**src/rtl/xram_pkg.sv**
```systemverilog
// Shared definitions for the XRAM front end: command encodings, MMIO window
// defaults and the read-return tag.
package xram_pkg;

  localparam logic [1:0] CMD_IDLE = 2'd0;
  localparam logic [1:0] CMD_RD   = 2'd1;
  localparam logic [1:0] CMD_WR   = 2'd2;

  localparam logic [15:0] AES_BASE_DEF = 16'hFE00;
  localparam logic [15:0] SHA_BASE_DEF = 16'hFE80;
  localparam int          WIN_BITS     = 7;

  typedef enum logic [2:0] {
    TAG_NONE,
    TAG_CPU_MEM,
    TAG_CPU_AES,
    TAG_CPU_SHA,
    TAG_M0,
    TAG_M1
  } tag_t;

  function automatic logic win_hit(input logic [15:0] addr, input logic [15:0] base);
    return addr[15:WIN_BITS] == base[15:WIN_BITS];
  endfunction

endpackage

```
**src/rtl/xram_arb_rr_arb2.sv**
```systemverilog
// Two-requester round-robin arbiter; combinational one-hot grant, zero when disabled.
// last_grant moves only when a grant is actually issued.
module rr_arb2 (
  input  logic       clk,
  input  logic       rst,
  input  logic       en,
  input  logic [1:0] req,
  output logic [1:0] gnt
);

  logic last_grant;

  always_comb begin
    gnt = 2'b00;
    if (en) begin
      if (req == 2'b11) begin
        gnt = last_grant ? 2'b01 : 2'b10;
      end else begin
        gnt = req;
      end
    end
  end

  always_ff @(posedge clk or negedge rst) begin
    if (!rst) begin
      last_grant <= 1'b1;
    end else if (gnt != 2'b00) begin
      last_grant <= gnt[1];
    end
  end

endmodule

```
**src/rtl/xram_arb.sv**
```systemverilog
// XRAM front end: decodes CPU accesses into MMIO or SRAM, arbitrates DMA for
// leftover SRAM cycles and routes one-cycle-late read data back to its source.
module xram_arb
  import xram_pkg::*;
#(
  parameter logic [15:0] AES_BASE = AES_BASE_DEF,
  parameter logic [15:0] SHA_BASE = SHA_BASE_DEF
) (
  input  logic        clk,
  input  logic        rst,
  input  logic [1:0]  cpu_cmd,
  input  logic [15:0] cpu_addr,
  input  logic [7:0]  cpu_wdata,
  output logic [7:0]  cpu_rdata,
  output logic        cpu_rvalid,
  output logic [1:0]  aes_cmd,
  output logic [1:0]  sha_cmd,
  output logic [15:0] mmio_addr,
  output logic [7:0]  mmio_wdata,
  input  logic [7:0]  aes_rdata,
  input  logic [7:0]  sha_rdata,
  input  logic        m0_req,
  input  logic        m0_wr,
  input  logic [15:0] m0_addr,
  input  logic [7:0]  m0_wdata,
  output logic        m0_ack,
  output logic        m0_rvalid,
  output logic [7:0]  m0_rdata,
  input  logic        m1_req,
  input  logic        m1_wr,
  input  logic [15:0] m1_addr,
  input  logic [7:0]  m1_wdata,
  output logic        m1_ack,
  output logic        m1_rvalid,
  output logic [7:0]  m1_rdata,
  output logic        mem_en,
  output logic        mem_we,
  output logic [15:0] mem_addr,
  output logic [7:0]  mem_wdata,
  input  logic [7:0]  mem_rdata
);

  logic       cpu_act, cpu_rd, aes_hit, sha_hit, cpu_mem;
  logic [1:0] gnt;
  tag_t       cpu_tag, cpu_tag_d, dma_tag, dma_tag_d;
  logic [7:0] mmio_rdata_q, mmio_rdata_d;

  assign cpu_act = (cpu_cmd == CMD_RD) || (cpu_cmd == CMD_WR);
  assign cpu_rd  = (cpu_cmd == CMD_RD);
  assign aes_hit = cpu_act && win_hit(cpu_addr, AES_BASE);
  assign sha_hit = cpu_act && win_hit(cpu_addr, SHA_BASE);
  assign cpu_mem = cpu_act && !aes_hit && !sha_hit;

  assign aes_cmd    = aes_hit ? cpu_cmd : CMD_IDLE;
  assign sha_cmd    = sha_hit ? cpu_cmd : CMD_IDLE;
  assign mmio_addr  = cpu_addr;
  assign mmio_wdata = cpu_wdata;

  // The CPU cannot stall, so its SRAM access disables DMA arbitration outright.
  rr_arb2 u_rr (
    .clk (clk),
    .rst (rst),
    .en  (!cpu_mem),
    .req ({m1_req, m0_req}),
    .gnt (gnt)
  );

  assign m0_ack = gnt[0];
  assign m1_ack = gnt[1];

  always_comb begin
    mem_en    = 1'b0;
    mem_we    = 1'b0;
    mem_addr  = 16'h0000;
    mem_wdata = 8'h00;
    if (cpu_mem) begin
      mem_en    = 1'b1;
      mem_we    = (cpu_cmd == CMD_WR);
      mem_addr  = cpu_addr;
      mem_wdata = cpu_wdata;
    end else if (gnt[0]) begin
      mem_en    = 1'b1;
      mem_we    = m0_wr;
      mem_addr  = m0_addr;
      mem_wdata = m0_wdata;
    end else if (gnt[1]) begin
      mem_en    = 1'b1;
      mem_we    = m1_wr;
      mem_addr  = m1_addr;
      mem_wdata = m1_wdata;
    end
  end

  // CPU and DMA can both have a read in flight when the CPU is on MMIO.
  always_comb begin
    cpu_tag_d    = TAG_NONE;
    mmio_rdata_d = 8'h00;
    if (cpu_rd) begin
      if (aes_hit) begin
        cpu_tag_d    = TAG_CPU_AES;
        mmio_rdata_d = aes_rdata;
      end else if (sha_hit) begin
        cpu_tag_d    = TAG_CPU_SHA;
        mmio_rdata_d = sha_rdata;
      end else begin
        cpu_tag_d = TAG_CPU_MEM;
      end
    end
  end

  always_comb begin
    dma_tag_d = TAG_NONE;
    if (gnt[0] && !m0_wr) begin
      dma_tag_d = TAG_M0;
    end else if (gnt[1] && !m1_wr) begin
      dma_tag_d = TAG_M1;
    end
  end

  always_ff @(posedge clk or negedge rst) begin
    if (!rst) begin
      cpu_tag      <= TAG_NONE;
      dma_tag      <= TAG_NONE;
      mmio_rdata_q <= 8'h00;
    end else begin
      cpu_tag      <= cpu_tag_d;
      dma_tag      <= dma_tag_d;
      mmio_rdata_q <= mmio_rdata_d;
    end
  end

  always_comb begin
    cpu_rvalid = 1'b0;
    cpu_rdata  = 8'h00;
    case (cpu_tag)
      TAG_CPU_MEM: begin
        cpu_rvalid = 1'b1;
        cpu_rdata  = mem_rdata;
      end
      TAG_CPU_AES, TAG_CPU_SHA: begin
        cpu_rvalid = 1'b1;
        cpu_rdata  = mmio_rdata_q;
      end
      default: ;
    endcase
  end

  assign m0_rvalid = (dma_tag == TAG_M0);
  assign m1_rvalid = (dma_tag == TAG_M1);
  assign m0_rdata  = m0_rvalid ? mem_rdata : 8'h00;
  assign m1_rdata  = m1_rvalid ? mem_rdata : 8'h00;

endmodule

```
**config.mk**
```make
export PLATFORM = sky130hd
export DESIGN_NAME = xram_arb
export DESIGN_NICKNAME = d
export VERILOG_FILES = /design/src/rtl/xram_pkg.sv /design/src/rtl/xram_arb_rr_arb2.sv /design/src/rtl/xram_arb.sv
export SDC_FILE = /design/constraint.sdc
export NUM_CORES = 1
export LEC_CHECK = 0
export CAP_MARGIN = 20
export CORE_MARGIN = 2
export CORE_UTILIZATION = 31
export CTS_BUF_LIST = sky130_fd_sc_hd__clkbuf_2
export CTS_CLUSTER_SIZE = 40
export DETAILED_ROUTE_END_ITERATION = 8
export PLACE_DENSITY = 0.91
export SKIP_LAST_GASP = 1
export SLEW_MARGIN = 10
export SYNTH_ARGS = -nofsm -noshare
export SYNTH_HDL_FRONTEND = slang
export SYNTH_SLANG_ARGS = --single-unit
```
**constraint.sdc**
```tcl
create_clock -name clk -period 3.7 [get_ports clk]
set_clock_uncertainty 0.2 [all_clocks]
set_input_delay 0.555 -clock clk [delete_from_list [all_inputs] [get_ports clk]]
set_output_delay 0.555 -clock clk [all_outputs]
set_load 0.05 [all_outputs]
```
==> results.toml, run 1 <==
[cells_and_area]
mostFrequentLayoutCell = "clkdlybuf4s50_1"
nFillCells = 405
final_area_sq_um = 3730
diodes = 0
area_growth_pct = 122
layout_common_cells = "154 x clkdlybuf4s50_1, 32 x buf_12, 17 x a32o_1, 16 x nor2_1"
fin_nets = 450
drive_gt1_share_pct = 18.7

[floorplanning]
die_w_um = 77.7
rows = 26
io_pins = 187
die_y_um = 77.7
design.core.area_sq_um = 5170
initial_utilization_pct = 32.6
die_area_sq_um = 6040

[synthesis]
yosys_register_bits = 13
synthesis.area_sq_um = 1680
syn_inst = 187
syn_avg_cell_area_sq_um = 9.01
ys_seq_area_share_pct = 19.4
async_flop_share_pct = 100
yosysWarningCount = 0
ys_types = 37
synth_nets = 293
synth_edf_count = 0
synthFlopType = "dfrtp_1"

[global_routing]
grt_pass1_wl_um = 11100
grt_remaining_overflow = 0
antenna_found_initial = 0
grt_pass1_vias = 2298
grt_use_total_pct = 22.7
grt_max_degree = 31

[setup_path]
worst_setup_path_end_kind = "output pin"
worstPathRequired_ns = 2.94
slowest_delay_ns = 0.51
path_max_fanout = 26
path_class = "in -> out"
crit_path_start_kind = "primary input"
slowest_stage = "clkdlybuf4s50_1"
worstPathArrival_ns = 2.45
path_cells = "clkdlybuf4s50_1 -> inv_1 -> ha_1 -> a21o_1 -> buf_4 -> mux2_2 -> buf_12"

[route]
ant_nets = 0
num_vias = 2111
dr.pass1.iters = 6
drc_errors = 0
dr.first_iter.drc_count = 107
totalWireLength_um = 7030
routedWlPerCell_um = 17.0
vias_per_cell = 5.11

[timing]
fmax_ghz = 0.312
period_share_pct = 86.5
relSlewSlack_pct = 63.3
finalHoldViolCount = 0
post-route-min-period_ns = 3.20
rsz0062_at_grt = "no"
setup_violations = 0
worst_pin_slew_ns = 0.549
setup_tns_ns = 0
slew_viol_final = 0

[cts]
clk_pin_slew_worst_paths_ns = 0.11
cts_buffer_depth = 2
cts_buffers = 3
ctsRootBufferMaster = "clkbuf_2"
insertion_delay_ns = 0.26
cts_tree = "done"
holdBufCountCts = 0
htree_levels = 1
cts_resized = 0
clkSinkCount = 13
cts_post_setup_buffers_inserted = 0

[pwr]
ir_drop_v = 0.000172
p_per_area_nw_per_um2 = 276
p_total_mw = 1.03
power.static_leakage_nw = 1.58

[outcome]
status = "complete, no violations"

[placement]
place.port_buffers = 186
place_area_sq_um = 3710
gp_congestion = 0.809
dp_hpwl_um = 5960

[min_path]
hp-class = "reg -> reg"

[job]
max-cap-violations = 0
[registers in the layout, summed over array words and instances (netlist names)]
signal           count
cpu_tag              2
dma_tag              2
mmio_rdata_q         8
u_rr.last_grant      1
[layer usage]
metal | vias up | global-route usage, % | wire length (um)
li1 | 997 | - | -
met1 | 977 | 21.9 | 2290
met2 | 121 | 46.3 | 3970
met3 | 16 | 5.23 | 562
met4 | 0 | 7.14 | 202
met5 | - | 0 | 0
[worst paths after layout]
check | from | end | slack [ns] | cells after the start
setup / recovery | cpu_cmd[0] | mem_wdata[2] | 0.50 | 7
hold / removal | u_rr.last_grant | u_rr.last_grant | 0.36 | 2
setup reg to reg | u_rr.last_grant | dma_tag[2] | 2.21 | 4
hold reg to reg | u_rr.last_grant | u_rr.last_grant | 0.36 | 2
max in group asynchronous | rst | u_rr.last_grant | 2.49 | 1
min in group asynchronous | rst | mmio_rdata_q[4] | 0.43 | 1
[synthesized netlist by cell type (3+ instances only)]
master	n	share of area (%)
a32oi_1	8	4.2
buf_6	3	2.0
dfrtp_1	12	18
mux2_4	11	9.8
buf_2	4	1.2
mux2i_1	8	4.8
clkbuf_1	6	1.3
nor2b_1	3	1.1
mux2_2	6	4.0
a32o_1	17	10
inv_1	5	1.1
a22o_1	8	4.2
a21oi_1	9	2.7
buf_4	25	11
nor2_1	16	3.6
and3_1	11	4.1
and2_1	12	4.5
[logic make-up after synthesis]
group | synth area share, %
AND/OR/NAND/NOR | 18.9
AO/OA/AOI/OAI | 23.4
buffers and inverters | 18.2
multiplexers | 18.6
flip-flops | 19.4
adder cells (fa/ha/maj) | 1.49
[power by group]
group | internal [mW] | switching (mW)
Sequential | 0.150 | 0.00758
Clock | 0.0287 | 0.0427
Combinational | 0.385 | 0.414
[through the flow]
step | hold WS, ns | util, % | std cells | worst slack, ns
6_report | 0.362 | 72.1 | 413 | 0.499
2_1_floorplan | 0.0594 | - | 187 | 0.847
5_1_grt | 0.384 | 72.1 | 413 | 0.331
3_3_place_gp | 0.352 | 71.7 | 409 | 0.537
4_1_cts | 0.363 | 72.1 | 413 | 0.489
3_5_place_dp | 0.345 | 71.7 | 409 | 0.490
[critical path, delay by kind of cell]
| family | cells | cell delay (ns) |
|---|---|---|
| AOI/OAI and AO/OA | 1 | 0.09 |
| adders and majority gates | 1 | 0.30 |
| buffers and inverters | 4 | 1.06 |
| muxes | 1 | 0.42 |
[final cells by class]
class	count	area, sq um	share of cell area (%)
multi-input cells	129	1050	28.2
repair buffers	192	2230	59.7
clock buffers	4	20.0	0.537
well taps	70	87.6	2.35
inverters	5	18.8	0.503
flip-flops and latches	13	327	8.75
No activity file was read; power rests on OpenSTA's default activity.
==> run 2, diff against run 1 <==
- CORE_UTILIZATION: 31 -> 26
- PLACE_DENSITY: 0.91 -> 0.81
- clock period: 3.7 -> 2.9 ns (I/O delays scaled with it)
==> run 2 against run 1 <==
Compared with the run above:
- worst setup slack worse by 0.40 ns
- hold slack worse by 0.028 ns
- combinational power is 30% higher
- flip-flop and latch count stayed put
- global-route usage is 4.0 points lower
- via count is 0.14% lower
- final cell count is 3.1% higher
- design area is 1.6% higher
==> results.toml, run 2 (synthesized netlist as in run 1, its figures left out) <==
[outcome]
status = "complete, no violations"

[cts]
cts_post_setup_buffers_inserted = 0
ctsRootBufferMaster = "clkbuf_2"
holdBufCountCts = 0
htree_levels = 1
cts_buffer_depth = 2
cts_resized = 0
cts_tree = "done"
cts_buffers = 3
clk_pin_slew_worst_paths_ns = 0.11
clkSinkCount = 13
insertion_delay_ns = 0.25

[timing]
post-route-min-period_ns = 2.80
slew_viol_final = 0
hold_slack_ns = 0.334
period_share_pct = 96.7
worst_pin_slew_ns = 0.558
setup_tns_ns = 0
finalHoldViolCount = 0
setup_violations = 0
relSlewSlack_pct = 62.7
fmax_ghz = 0.357
rsz0062_at_grt = "no"

[pwr]
pwr-share-comb_pct = 78.4
power_switching_share_pct = 44.6
power_frac_seq_pct = 15.1
p_int_mw = 0.738
clockPowerShare_pct = 6.5
switchingPower_mw = 0.593
p_per_area_nw_per_um2 = 351
ir_drop_v = 0.000208
p_total_mw = 1.33
power.static_leakage_nw = 1.66

[floorplanning]
rows = 29
die_y_um = 84.5
die_w_um = 84.5
io_pins = 187
die_area_sq_um = 7140
initial_utilization_pct = 26.7
design.core.area_sq_um = 6310

[placement]
place.port_buffers = 186
place_area_sq_um = 3770
gp_congestion = 0.776
dp_hpwl_um = 6130

[setup_path]
crit_top_cell = "buf_12"
path_class = "in -> out"
r2r_cells = 4
r2r-start = "u_rr.last_grant"
path_max_fanout = 26
worstPathRequired_ns = 2.27
worstPathArrival_ns = 2.17
r2r-end = "dma_tag[2]"
crit_path_start_kind = "primary input"
crit_family = "buffers and inverters"
crit_buf_inv = 3
r2r_slack_ns = 1.48
slowest_delay_ns = 0.47
slowest_stage = "clkdlybuf4s50_1"
path_cells = "clkdlybuf4s50_1 -> and4b_4 -> a21o_1 -> buf_12 -> mux2_2 -> buf_12"
worst_setup_path_end_kind = "output pin"

[cells_and_area]
diodes = 0
mostFrequentLayoutCell = "clkdlybuf4s50_1"
largest_reg_flops = 8
layout_common_cells = "136 x clkdlybuf4s50_1, 36 x buf_12, 26 x buf_4, 17 x a32o_1, 16 x nor2_1"
regMostFlops = "mmio_rdata_q"
fin_nets = 456
drive_gt1_share_pct = 25.2
top_regs = "mmio_rdata_q (8), cpu_tag (2), dma_tag (2)"
area_growth_pct = 125
final_area_sq_um = 3790

[route]
routedWlPerCell_um = 16.8
vias_per_cell = 4.95
dr.first_iter.drc_count = 57
ant_nets = 0
totalWireLength_um = 7140
drc_errors = 0
num_vias = 2108
dr.pass1.iters = 4

[global_routing]
grt_remaining_overflow = 0
grt_use_total_pct = 18.7
grt_pass1_wl_um = 10900
grt_pass1_vias = 2204
antenna_found_initial = 0
grt_max_degree = 29

[min_path]
hp-class = "in -> async"

[job]
max-cap-violations = 0
[run 2: worst max-delay path by stage]
| stage | startpoint | end | slack (ns) | cells past startpoint |
|---|---|---|---|---|
| after floorplan | cpu_cmd[0] | mem_addr[10] | 0.29 | 6 |
| after global placement | cpu_addr[11] | mem_wdata[7] | 0.14 | 6 |
| after detailed placement | cpu_cmd[0] | aes_cmd[0] | 0.11 | 6 |
| after CTS | cpu_cmd[0] | aes_cmd[0] | 0.1 | 6 |
| after global routing | cpu_cmd[0] | aes_cmd[0] | 0.01 | 6 |
| final | cpu_addr[8] | mem_wdata[1] | 0.1 | 6 |
[run 2: through the flow]
| step | cells | utilization (%) | setup slack [ns] |
|---|---|---|---|
| floorplan | 187 | - | 0.287 |
| global placement | 422 | 59.7 | 0.138 |
| detailed placement | 422 | 59.7 | 0.108 |
| CTS | 426 | 60.0 | 0.0994 |
| global route | 426 | 60.0 | 0.0109 |
| finish | 426 | 60.0 | 0.0962 |
[run 2: layer usage]
metal / part of all wire [%] / track usage [%] / wire [um] / vias up
met5: 0 / 0 / 0 / -
li1: - / - / - / 1007
met1: 34 / 19.2 / 2420 / 974
met3: 7.4 / 4.92 / 529 / 17
met2: 56 / 36.7 / 4020 / 110
met4: 2.3 / 5.05 / 167 / 0
[run 2: power groups by stage]
stage / clock, mW / sequential (mW) / combinational (mW)
after floorplan: 0 / 0.201 / 0.565
after global placement: 0 / 0.205 / 1.04
after detailed placement: 0 / 0.205 / 1.05
after CTS: 0.0935 / 0.202 / 1.05
after global routing: 0.102 / 0.203 / 1.09
final: 0.0867 / 0.201 / 1.04
[run 2: layout make-up]
type / instances / area (sq um)
clock buffer: 4 / 20.0
fill: 550 / 2520
inverter: 5 / 18.8
multi-input combinational: 129 / 1050
sequential: 13 / 327
tap: 77 / 96.3
timing repair buffer: 198 / 2280
==> run 3, diff against run 2 <==
- GPL_ROUTABILITY_DRIVEN: unset -> 0
==> results of run 3 <==
No change in the layout: final DEF, timing and power equal those of run 2.
